$ cat config.mk
export PLATFORM = sky130hd
export DESIGN_NAME = dcm_prog_ctrl
export DESIGN_NICKNAME = d
export VERILOG_FILES = /design/src/rtl/dcm_prog_ctrl.sv
export SDC_FILE = /design/constraint.sdc
export NUM_CORES = 1
export LEC_CHECK = 0
export BUFFER_PORTS_ARGS = -buffer_cell sky130_fd_sc_hd__buf_2
export CORE_UTILIZATION = 50
export DETAILED_ROUTE_END_ITERATION = 10
export PLACE_DENSITY = 0.67
export SYNTH_ARGS = -nofsm -noshare
export SYNTH_HDL_FRONTEND = slang
export SYNTH_SLANG_ARGS = --single-unit
$ cat constraint.sdc
create_clock -name clock -period 2.85 [get_ports clock]
set_input_delay 0.4275 -clock clock [delete_from_list [all_inputs] [get_ports clock]]
set_output_delay 0.4275 -clock clock [all_outputs]
set_load 0.02 [all_outputs]
$ cat src/rtl/dcm_prog_ctrl.sv
// Front-panel controller for the dcm clock divider programming port.
// Ports: clock, reset (async high), btn_up/btn_down/btn_apply (raw),
//   prog_fb[2:0] readback in; prog_out[2:0], update, pending[2:0],
//   busy, error out. Optional macro: PROG_AUTO_APPLY_EN makes up/down
//   presses in IDLE or ERR start a send of the new selection.
module dcm_prog_ctrl #(
  parameter int DEBOUNCE_CYCLES = 500_000,
  parameter int ACK_TIMEOUT     = 4,
  parameter int MAX_RETRY       = 2
) (
  input  logic       clock,
  input  logic       reset,
  input  logic       btn_up,
  input  logic       btn_down,
  input  logic       btn_apply,
  input  logic [2:0] prog_fb,
  output logic [2:0] prog_out,
  output logic       update,
  output logic [2:0] pending,
  output logic       busy,
  output logic       error
);

  localparam int CW = $clog2(DEBOUNCE_CYCLES) + 1;
  localparam int TW = $clog2(ACK_TIMEOUT) + 1;
  localparam int RW = $clog2(MAX_RETRY + 1) + 1;

  localparam logic [1:0] S_IDLE = 2'd0;
  localparam logic [1:0] S_SEND = 2'd1;
  localparam logic [1:0] S_WAIT = 2'd2;
  localparam logic [1:0] S_ERR  = 2'd3;

  logic [2:0]    raw;
  logic [2:0]    s1;
  logic [2:0]    s2;
  logic [2:0]    deb;
  logic [2:0]    press;
  logic [CW-1:0] dcnt [3];

  logic [1:0]    state;
  logic [TW-1:0] tcnt;
  logic [RW-1:0] retry;

  logic          up_p;
  logic          dn_p;
  logic          start;

  // bit 0 up, bit 1 down, bit 2 apply
  assign raw = {btn_apply, btn_down, btn_up};

  // press fires on the same edge the debounced level rises
  always_ff @(posedge clock or posedge reset) begin
    if (reset) begin
      s1    <= '0;
      s2    <= '0;
      deb   <= '0;
      press <= '0;
      for (int i = 0; i < 3; i++) dcnt[i] <= '0;
    end else begin
      s1 <= raw;
      s2 <= s1;
      for (int i = 0; i < 3; i++) begin
        press[i] <= 1'b0;
        if (s2[i] != deb[i]) begin
          if (dcnt[i] == CW'(DEBOUNCE_CYCLES - 1)) begin
            deb[i]   <= s2[i];
            dcnt[i]  <= '0;
            press[i] <= s2[i];
          end else begin
            dcnt[i] <= dcnt[i] + 1'b1;
          end
        end else begin
          dcnt[i] <= '0;
        end
      end
    end
  end

  assign up_p = press[0] & ~press[1];
  assign dn_p = press[1] & ~press[0];

  always_ff @(posedge clock or posedge reset) begin
    if (reset) begin
      pending <= '0;
    end else if (up_p) begin
      pending <= pending + 3'd1;
    end else if (dn_p) begin
      pending <= pending - 3'd1;
    end
  end

`ifdef PROG_AUTO_APPLY_EN
  logic auto_go;

  // one cycle late so the send latches the already-updated pending
  always_ff @(posedge clock or posedge reset) begin
    if (reset) begin
      auto_go <= 1'b0;
    end else begin
      auto_go <= (up_p | dn_p) &
                 ((state == S_IDLE) | (state == S_ERR));
    end
  end

  assign start = press[2] | auto_go;
`else
  assign start = press[2];
`endif

  always_ff @(posedge clock or posedge reset) begin
    if (reset) begin
      state    <= S_IDLE;
      prog_out <= '0;
      tcnt     <= '0;
      retry    <= '0;
    end else begin
      unique case (state)
        S_IDLE, S_ERR: begin
          if (start) begin
            prog_out <= pending;
            retry    <= '0;
            state    <= S_SEND;
          end
        end
        S_SEND: begin
          tcnt  <= '0;
          state <= S_WAIT;
        end
        S_WAIT: begin
          // a match wins over a timeout in the same cycle
          if (prog_fb == prog_out) begin
            state <= S_IDLE;
          end else if (tcnt == TW'(ACK_TIMEOUT - 1)) begin
            if (retry < RW'(MAX_RETRY)) begin
              retry <= retry + 1'b1;
              state <= S_SEND;
            end else begin
              state <= S_ERR;
            end
          end else begin
            tcnt <= tcnt + 1'b1;
          end
        end
        default: state <= S_IDLE;
      endcase
    end
  end

  // decoded from state so update drops with the async reset
  assign update = (state == S_SEND);
  assign busy   = (state == S_SEND) | (state == S_WAIT);
  assign error  = (state == S_ERR);

endmodule

=== After elaboration in Yosys (flattened, before gate mapping) ===
Cells that the tools add are included.

* Output and inout bits: 9
* Bits in registers: 86
* Logic and storage cells: 83
* Input bits: 8

* Reduce and logical (&&, ||, !) cells: 12
* $add $sub $neg: 7
* Eq/ne operators: 17
* Mux-type cells: 27
* Magnitude comparators: 1
* Bitwise gates (word level): 5

{| class="wikitable"
|+ Operator list
! kind !! number
|-
| $mux 20 || 6
|-
| $add 20x1->20 const B || 3
|-
| $eq 20x19->1 const B || 3
|-
| $mux 3 || 8
|-
| $pmux 3 s2 || 2
|-
| $ne 2x2->1 const B || 5
|-
| $reduce_and 2->1 || 5
|-
| $add 3x1->3 const B || 3
|-
| $mux 2 || 4
|-
| $mux 1 || 6
|-
| $pmux 2 s3 || 1
|-
| $reduce_bool 2->1 || 3
|-
| $reduce_and 5->1 || 1
|-
| $eq 2x2->1 const B || 2
|-
| $eq 3x2->1 const B || 1
|-
| $eq 3x3->1 || 1
|-
| $lt 3x2->1 const B || 1
|-
| $ne 1x1->1 || 3
|-
| $ne 3x3->1 const B || 1
|-
| $reduce_and 3->1 || 1
|-
| $sub 3x1->3 const B || 1
|-
| $and 1x1->1 || 2
|-
| $eq 2x1->1 const B || 1
|-
| $logic_not 2->1 || 1
|-
| other kinds (3) || 4
|}

=== Logic depth before layout (Yosys ltp) ===
Gate-level depths: netlist of the first run.

* Depth in word-level cells: 5
* Mapped depth: 7
* Mapped depth without buffers: 7

=== Worst setup path after synthesis of the first run ===
No wires, ideal clock.

* Path type: reg-to-reg
* From: reg dcnt[20] in the netlist's numbering
* To: reg dcnt[36] in the netlist's numbering
* Stages on the path, launching flop included: 7
* Required time: 2772 ps
* Period minus slack after synthesis: 2078 ps
* Path buffers: 1
* Slack: 772 ps
* Data arrival time: 2000 ps
* Library setup time: 78 ps
* Path through: dfrtp_1 ha_1 nand4_4 or4_1 buf_2 or4_1 a21oi_1

* Word-level cells in the longest chain between the ends: 3
* Elaborated cells between the ends (all ways): 4
* Classes of those cells: 1 x add/sub; 1 x eq/ne; 2 x mux

{| class="wikitable"
|+ Ends and longest elaborated chain
! what !! line !! text
|-
| start: declaration || 38 || <nowiki>logic [CW-1:0] dcnt [3];</nowiki>
|-
| start signal: indexed assignment || 70 || <nowiki>dcnt[i] <= dcnt[i] + 1'b1;</nowiki>
|-
| $add 20x1->20 / $eq 20x19->1 (equally long branches) || 70, 65 ||
|-
| $mux 20 * || 65 || <nowiki>if (dcnt[i] == CW'(DEBOUNCE_CYCLES - 1)) begin</nowiki>
|-
| $mux 20 * || 64 || <nowiki>if (s2[i] != deb[i]) begin</nowiki>
|}

Mark *: on every way between the ends. The rest lies on a longest branch, timed or not.
A chain may end at the register's enable or synchronous reset.

=== Final worst setup path of the first run ===
* From: reg dcnt[11] in the netlist's numbering
* To: reg dcnt[11] in the netlist's numbering

The elaborated chain is that of the path after synthesis.

==> metrics.md, run 1 <==
| Metric | Value |
|---|---|
| Root Driver | `clkbuf_8` |
| Post-Route Skew | `13.1 ps` |
| R2R Path End | `dcnt[11]$_DFF_PP0_` |
| Fmax | `436 MHz` |
| Post-synthesis register bit count | `86` |
| Post-CTS Resized | `0` |
| Area Growth Syn to Fin | `8.21%` |
| Number of global-route vias before repair | `2,966` |
| Tcrit/Tclk final | `80.5%` |
| Placeable Area | `8220 um2` |
| Grt ovf | `0` |
| FF-to-FF path depth | `4` |
| Reg2reg start | `dcnt[11]$_DFF_PP0_` |
| Max_slew headroom | `54.9%` |
| Clock latency on the worst-skew pair | `350 ps` |
| Post-synth EDFFs | `0` |
| Initial antenna violation count | `0` |
| Worst slew pin tran | `673 ps` |
| Post-route design area | `4590 um2` |
| Register area | `2150 um2` |
| Layout Nets | `455` |
| Final Max Slew Viols | `0` |
| Pwr Density | `521 nW/um2` |
| CP Capture Point | `dcnt[11]$_DFF_PP0_` |
| Yosys cell types | `43` |
| Ant. Diodes | `0` |
| Most common cell after layout, fill and taps aside | `dfrtp_1` |
| DR vias/cell | `5.70` |
| Share of layout cells above drive strength 1 | `10.9%` |
| Setup Crit Path Kind | `reg -> reg` |
| Initial Util | `51.6%` |
| Dominant cells by area after synthesis | `dfrtp_1 (51%), xnor2_1 (5.8%), nor2_1 (5.0%)` |
| Post-CTS setup repair buffer count | `0` |
| Cts bufs inserted | `9` |
| Die X | `94.1 um` |
| Chip Height | `94.1 um` |
| Ys Warns | `0` |
| Final setup violation count | `0` |
| Post-synth ARST share | `100%` |
| HP Class | `in -> async` |
| Deepest clock path buffer count | `2` |
| Max-cap viol count | `0` |
| Most frequent cells in the layout | `dfrtp_1 (86), nor2_1 (57), xnor2_1 (28)` |
| CP Launch Point | `dcnt[11]$_DFF_PP0_` |
| Antenna Violating Nets Remaining | `0` |
| 1st-iter DRT viols | `119` |
| Syn_nets | `438` |
| Wire per inst | `14.0 um` |
| Rows | `33` |
| Placed wire-length estimate | `5250 um` |
| Largest net degree at the start of global routing | `53` |
| Htree depth | `3` |
| Top cell type by total area after synthesis | `dfrtp_1` |
| # DRC | `0` |
| Worst Setup End Kind | `register` |
| Worst Path Required | `3060 ps` |
| Worst reg2reg setup slack | `550 ps` |
| Cts hold-fix bufs | `0` |
| Area of the multi-input gates | `1970 um2` |
| Final wirelength | `7630 um` |
| Total GRT Usage | `19.1%` |
| Maximum vdd drop | `325 uV` |
| Status | `finished, final reports clean` |
| Final Hold Fails | `0` |
| Post-Syn Area per Cell | `10.1 um2` |
| # clock sinks | `86` |
| Fillers | `725` |
| Area of the die | `8850 um2` |
| Reg clk slew, reported paths | `90 ps` |
| Vias | `3,108` |
| Final RePlAce weighted congestion | `0.869` |
| Cell area after synthesis | `4240 um2` |
| Ys flop type | `dfrtp_1` |
| DP Area | `4430 um2` |
| Syn Inst Count | `419` |
| Worst setup SP type | `register` |
| First-pass GRT wire length | `13,100 um` |
| Register area share after synthesis | `50.8%` |
| Buffers added on ports | `16` |
| Io pins | `17` |
| Yosys top cell area share | `50.8%` |
| Final Critical Period | `2300 ps` |
| 1st-pass router iterations | `5` |
| CTS tree | `done` |
| Setup_tns | `0 ps` |
| Worst EP arrival | `2510 ps` |
| Leak | `1.92 nW` |
| Critical-path maximum fanout | `20` |
| RSZ-0062 raised after global routing | `false` |
-- synth_stat cells, types with 3 or more instances --
| cell type | number |
|---|---|
| nand2_1 | 23 |
| or4_1 | 10 |
| nor2_1 | 57 |
| clkbuf_1 | 8 |
| a21oi_1 | 19 |
| and4_1 | 5 |
| o31ai_1 | 8 |
| or3_1 | 8 |
| a21o_1 | 3 |
| o21ai_0 | 7 |
| xnor2_1 | 28 |
| or4b_2 | 3 |
| dfrtp_1 | 86 |
| nand3_1 | 26 |
| inv_1 | 16 |
| buf_2 | 5 |
| nor3b_1 | 4 |
| ha_1 | 10 |
| mux2_2 | 8 |
| xor2_1 | 18 |
| nand4_1 | 17 |
| nor3_1 | 10 |
| nor4_1 | 10 |
-- worst min-delay path by stage --
stage	to	slack [ps]	from
after floorplan	s2[0]$_DFF_PP0_	330	s1[0]$_DFF_PP0_
after global placement	s2[1]$_DFF_PP0_	330	s1[1]$_DFF_PP0_
after detailed placement	s2[1]$_DFF_PP0_	350	s1[1]$_DFF_PP0_
after CTS	dcnt[18]$_DFF_PP0_	130	reset
after global routing	dcnt[18]$_DFF_PP0_	160	reset
final	dcnt[15]$_DFF_PP0_	120	reset
-- per-layer routing --
metal	track usage (%)	part of all wire, %	vias to the layer above
li1	-	-	1532
met1	25.3	49	1500
met2	30.7	47	64
met3	2.99	3.1	12
met4	8.85	1.7	0
met5	0	0	-
-- registers in the layout, summed over array words and instances (netlist names) --
register,count
tcnt,3
deb,3
pending,3
state,2
prog_out,3
s1,3
dcnt,60
retry,3
press,3
s2,3
-- kinds of logic after synthesis --
group / synth area share (%)
buf+inv: 2.72
mux: 2.36
simple gates: 23.6
xor+xnor: 9.51
compound gates: 7.59
fa+ha+maj: 3.42
flops: 50.8
-- report_power, final --
group | switching, mW | total, mW | internal, mW
combinational | 0.240 | 0.372 | 0.132
sequential | 0.0371 | 1.30 | 1.26
clock | 0.415 | 0.721 | 0.306
-- critical path, cell delays in order (launching register included) --
cell and delay [ps]:
dfrtp_1 450, or4b_2 650, nor4_1 340, a21o_1 600, nor2_1 120
-- area by class of cell --
type / instances / share of cell area [%]
Clock buffer: 10 / 2.78
Timing Repair Buffer: 19 / 2.51
Tap cell: 105 / 2.86
Multi-Input combinational cell: 304 / 43.0
Inverter: 16 / 1.34
Clock inverter: 5 / 0.600
Sequential cell: 86 / 46.9
-- metrics by stage --
step                worst slack [ps]  hold WS, ps  util [%]  instances  power (mW)
floorplan                        201          331         -        419        1.60
global placement                 646          332      53.9        530        1.67
detailed placement               606          346      53.9        530        1.69
CTS                              571          130      55.8        545        2.42
global route                     430          162      55.8        545        2.53
finish                           555          121      55.8        545        2.39
(Power assumes the default switching activity.)
==> inputs of run 2 (changes only) <==
==> constraint.sdc (replaced) <==
create_clock -name clock -period 2.2 [get_ports clock]
set_input_delay 0.33 -clock clock [delete_from_list [all_inputs] [get_ports clock]]
set_output_delay 0.33 -clock clock [all_outputs]
set_load 0.02 [all_outputs]
==> metrics.md, run 2 (same netlist as run 1, synthesis figures left out) <==
| Metric | Value |
|---|---|
| Worst Path Required | `2480 ps (-580 ps)` |
| CP max stage delay | `570 ps (-80 ps)` |
| # DRC | `0 (unchanged)` |
| Worst setup SP type | `register` |
| Io pins | `17 (unchanged)` |
| Worst EP arrival | `2340 ps (-170 ps)` |
| RSZ-0062 raised after global routing | `false` |
| Fin cells | `554 (+1.7%)` |
| Post-CTS setup repair buffer count | `0 (unchanged)` |
| Chip Height | `94.1 um (unchanged)` |
| Htree depth | `3 (unchanged)` |
| Die X | `94.1 um (unchanged)` |
| Flop pwr share | `52.9% (-1.3 points)` |
| Pwr Density | `679 nW/um2 (+30%)` |
| Critical path's slowest cell | `or4_4` |
| Placeable Area | `8220 um2 (unchanged)` |
| Fin Hold WS | `60.7 ps (-59.8 ps)` |
| Critical-path maximum fanout | `7 (-65%)` |
| Ant. Diodes | `0 (unchanged)` |
| Vias | `3,119 (+0.35%)` |
| DP Area | `4490 um2 (+1.4%)` |
| Cell Int Power | `2.28 mW (+34%)` |
| Setup Crit Path Kind | `reg -> reg` |
| Final Critical Period | `2060 ps (-237 ps)` |
| Antenna Violating Nets Remaining | `0 (unchanged)` |
| Area Growth Syn to Fin | `10.5%` |
| Rows | `33 (unchanged)` |
| Final core utilization | `57.0% (+1.2 points)` |
| Final wirelength | `7590 um (-0.56%)` |
| Post-Route Skew | `5.27 ps (-7.81 ps)` |
| Root Driver | `clkbuf_8` |
| HP Class | `in -> async` |
| Fmax | `486 MHz (+11%)` |
| Maximum vdd drop | `390 uV (+20%)` |
| Worst slew pin tran | `673 ps (+0.0626 ps)` |
| 1st-iter DRT viols | `134 (+13%)` |
| Setup_tns | `0 ps (unchanged)` |
| Leak | `1.96 nW (+2.2%)` |
| Status | `finished, final reports clean` |
| Wire per inst | `13.7 um (-2.2%)` |
| Placed wire-length estimate | `5350 um (+1.8%)` |
| Biggest register | `dcnt` |
| Tcrit/Tclk final | `93.6% (+13 points)` |
| Max-cap viol count | `0 (unchanged)` |
| Most common cell after layout, fill and taps aside | `dfrtp_1` |
| CTS tree | `done` |
| Clock latency on the worst-skew pair | `360 ps (about the same)` |
| Clock network power share | `32.1% (+1.9 points)` |
| Largest net degree at the start of global routing | `49 (-7.5%)` |
| Post-route design area | `4680 um2 (+2.2%)` |
| Most frequent cells in the layout | `dfrtp_1 (86), nor2_1 (57), xnor2_1 (28)` |
| Initial Util | `51.6% (unchanged)` |
| Total GRT Usage | `19.9% (+0.80 points)` |
| Cts bufs inserted | `9 (unchanged)` |
| Final Hold Fails | `0 (unchanged)` |
| Switching portion of total power | `28.4% (-0.63 points)` |
| 1st-pass router iterations | `4 (-1)` |
| Max_slew headroom | `55.0% (+0.11 points)` |
| First-pass GRT wire length | `13,600 um (+3.8%)` |
| Deepest clock path buffer count | `2 (unchanged)` |
| Comb power frac | `15.0% (-0.6 points)` |
| DR vias/cell | `5.63 (-1.3%)` |
| # clock sinks | `86 (unchanged)` |
| Share of layout cells above drive strength 1 | `13.4% (+2.5 points)` |
| Buffers added on ports | `16 (unchanged)` |
| Final Max Slew Viols | `0 (unchanged)` |
| Initial antenna violation count | `0 (unchanged)` |
| Layout Nets | `463 (+1.8%)` |
| Reg clk slew, reported paths | `80 ps (about the same)` |
| Area of the die | `8850 um2 (unchanged)` |
| Placed Cells | `538 (+1.5%)` |
| Grt ovf | `0 (unchanged)` |
| Fillers | `720 (-0.69%)` |
| Worst Setup End Kind | `register` |
| Max reg flops | `60 (unchanged)` |
| Net load switching power | `901 uW (+30%)` |
| Cells along the critical path | `ha_2 -> nand4_4 -> or4_4 -> or4_1 -> a21oi_1` |
| Final RePlAce weighted congestion | `0.861 (-0.90%)` |
| Final setup violation count | `0 (unchanged)` |
| Number of global-route vias before repair | `3,038 (+2.4%)` |
==> run 2: changes by cell type in the layout (fill, tap and decap cells not counted), sizes merged <==
cell,before,now
clkbuf,10,11
buf,19,27
clkinv,5,3
clkinvlp,1,3
==> run 2: through the flow <==
step	power, mW	setup slack [ps]
after CTS	3.23	7.48
after detailed placement	2.19	36.9
after floorplan	2.07	122
after global placement	2.18	113
final	3.18	141
after global routing	3.36	25.3
==> run 2: layout make-up <==
class | count | area [um2] | area share [%]
clock buffer | 11 | 151 | 3.23
clock inverter | 5 | 33.8 | 0.721
inverter | 16 | 63.8 | 1.36
multi-input combinational | 304 | 1980 | 42.2
sequential | 86 | 2150 | 45.9
tap | 105 | 131 | 2.80
timing repair buffer | 27 | 175 | 3.74
==> run 2: repair_timing <==
action	4_1_cts	5_1_grt
gates resized for setup	0	2
setup endpoints to repair	0	2
hold buffers	0	0
==> run 2: final timing paths <==
kind	startpoint	end	slack, ps	depth (start not counted)
max in group asynchronous	reset	s2[1]$_DFF_PP0_	1500	3
worst min register to register	s1[0]$_DFF_PP0_	s2[0]$_DFF_PP0_	350	0
worst max register to register	dcnt[20]$_DFF_PP0_	dcnt[38]$_DFF_PP0_	140	5
worst max-delay path	dcnt[20]$_DFF_PP0_	dcnt[38]$_DFF_PP0_	140	5
min in group clock	btn_up	s1[0]$_DFF_PP0_	70	1
worst min-delay path	reset	dcnt[0]$_DFF_PP0_	60	2
==> run 2: worst max-delay path, delay by kind of cell (launching register included) <==
kind | cells | cell delay, ps
DFF | 1 | 410
adders and majority gates | 1 | 250
AOI/OAI and AO/OA | 1 | 160
and+or+nand+nor | 3 | 1160
==> run 2: power groups by stage <==
stage	logic, mW	registers, mW	clock network [mW]
final	0.477	1.68	1.02
after global routing	0.537	1.69	1.13
after CTS	0.481	1.68	1.06
after detailed placement	0.479	1.71	0
after global placement	0.469	1.71	0
after floorplan	0.372	1.70	0
==> run 2: metal layers <==
metal  wire length (um)  share of wire (%)  GRT usage [%]
met2               3630                 48           32.8
met5                  0                  0              0
met1               3600                 47           24.9
met4                110                1.4           5.90
met3                252                3.3           6.47
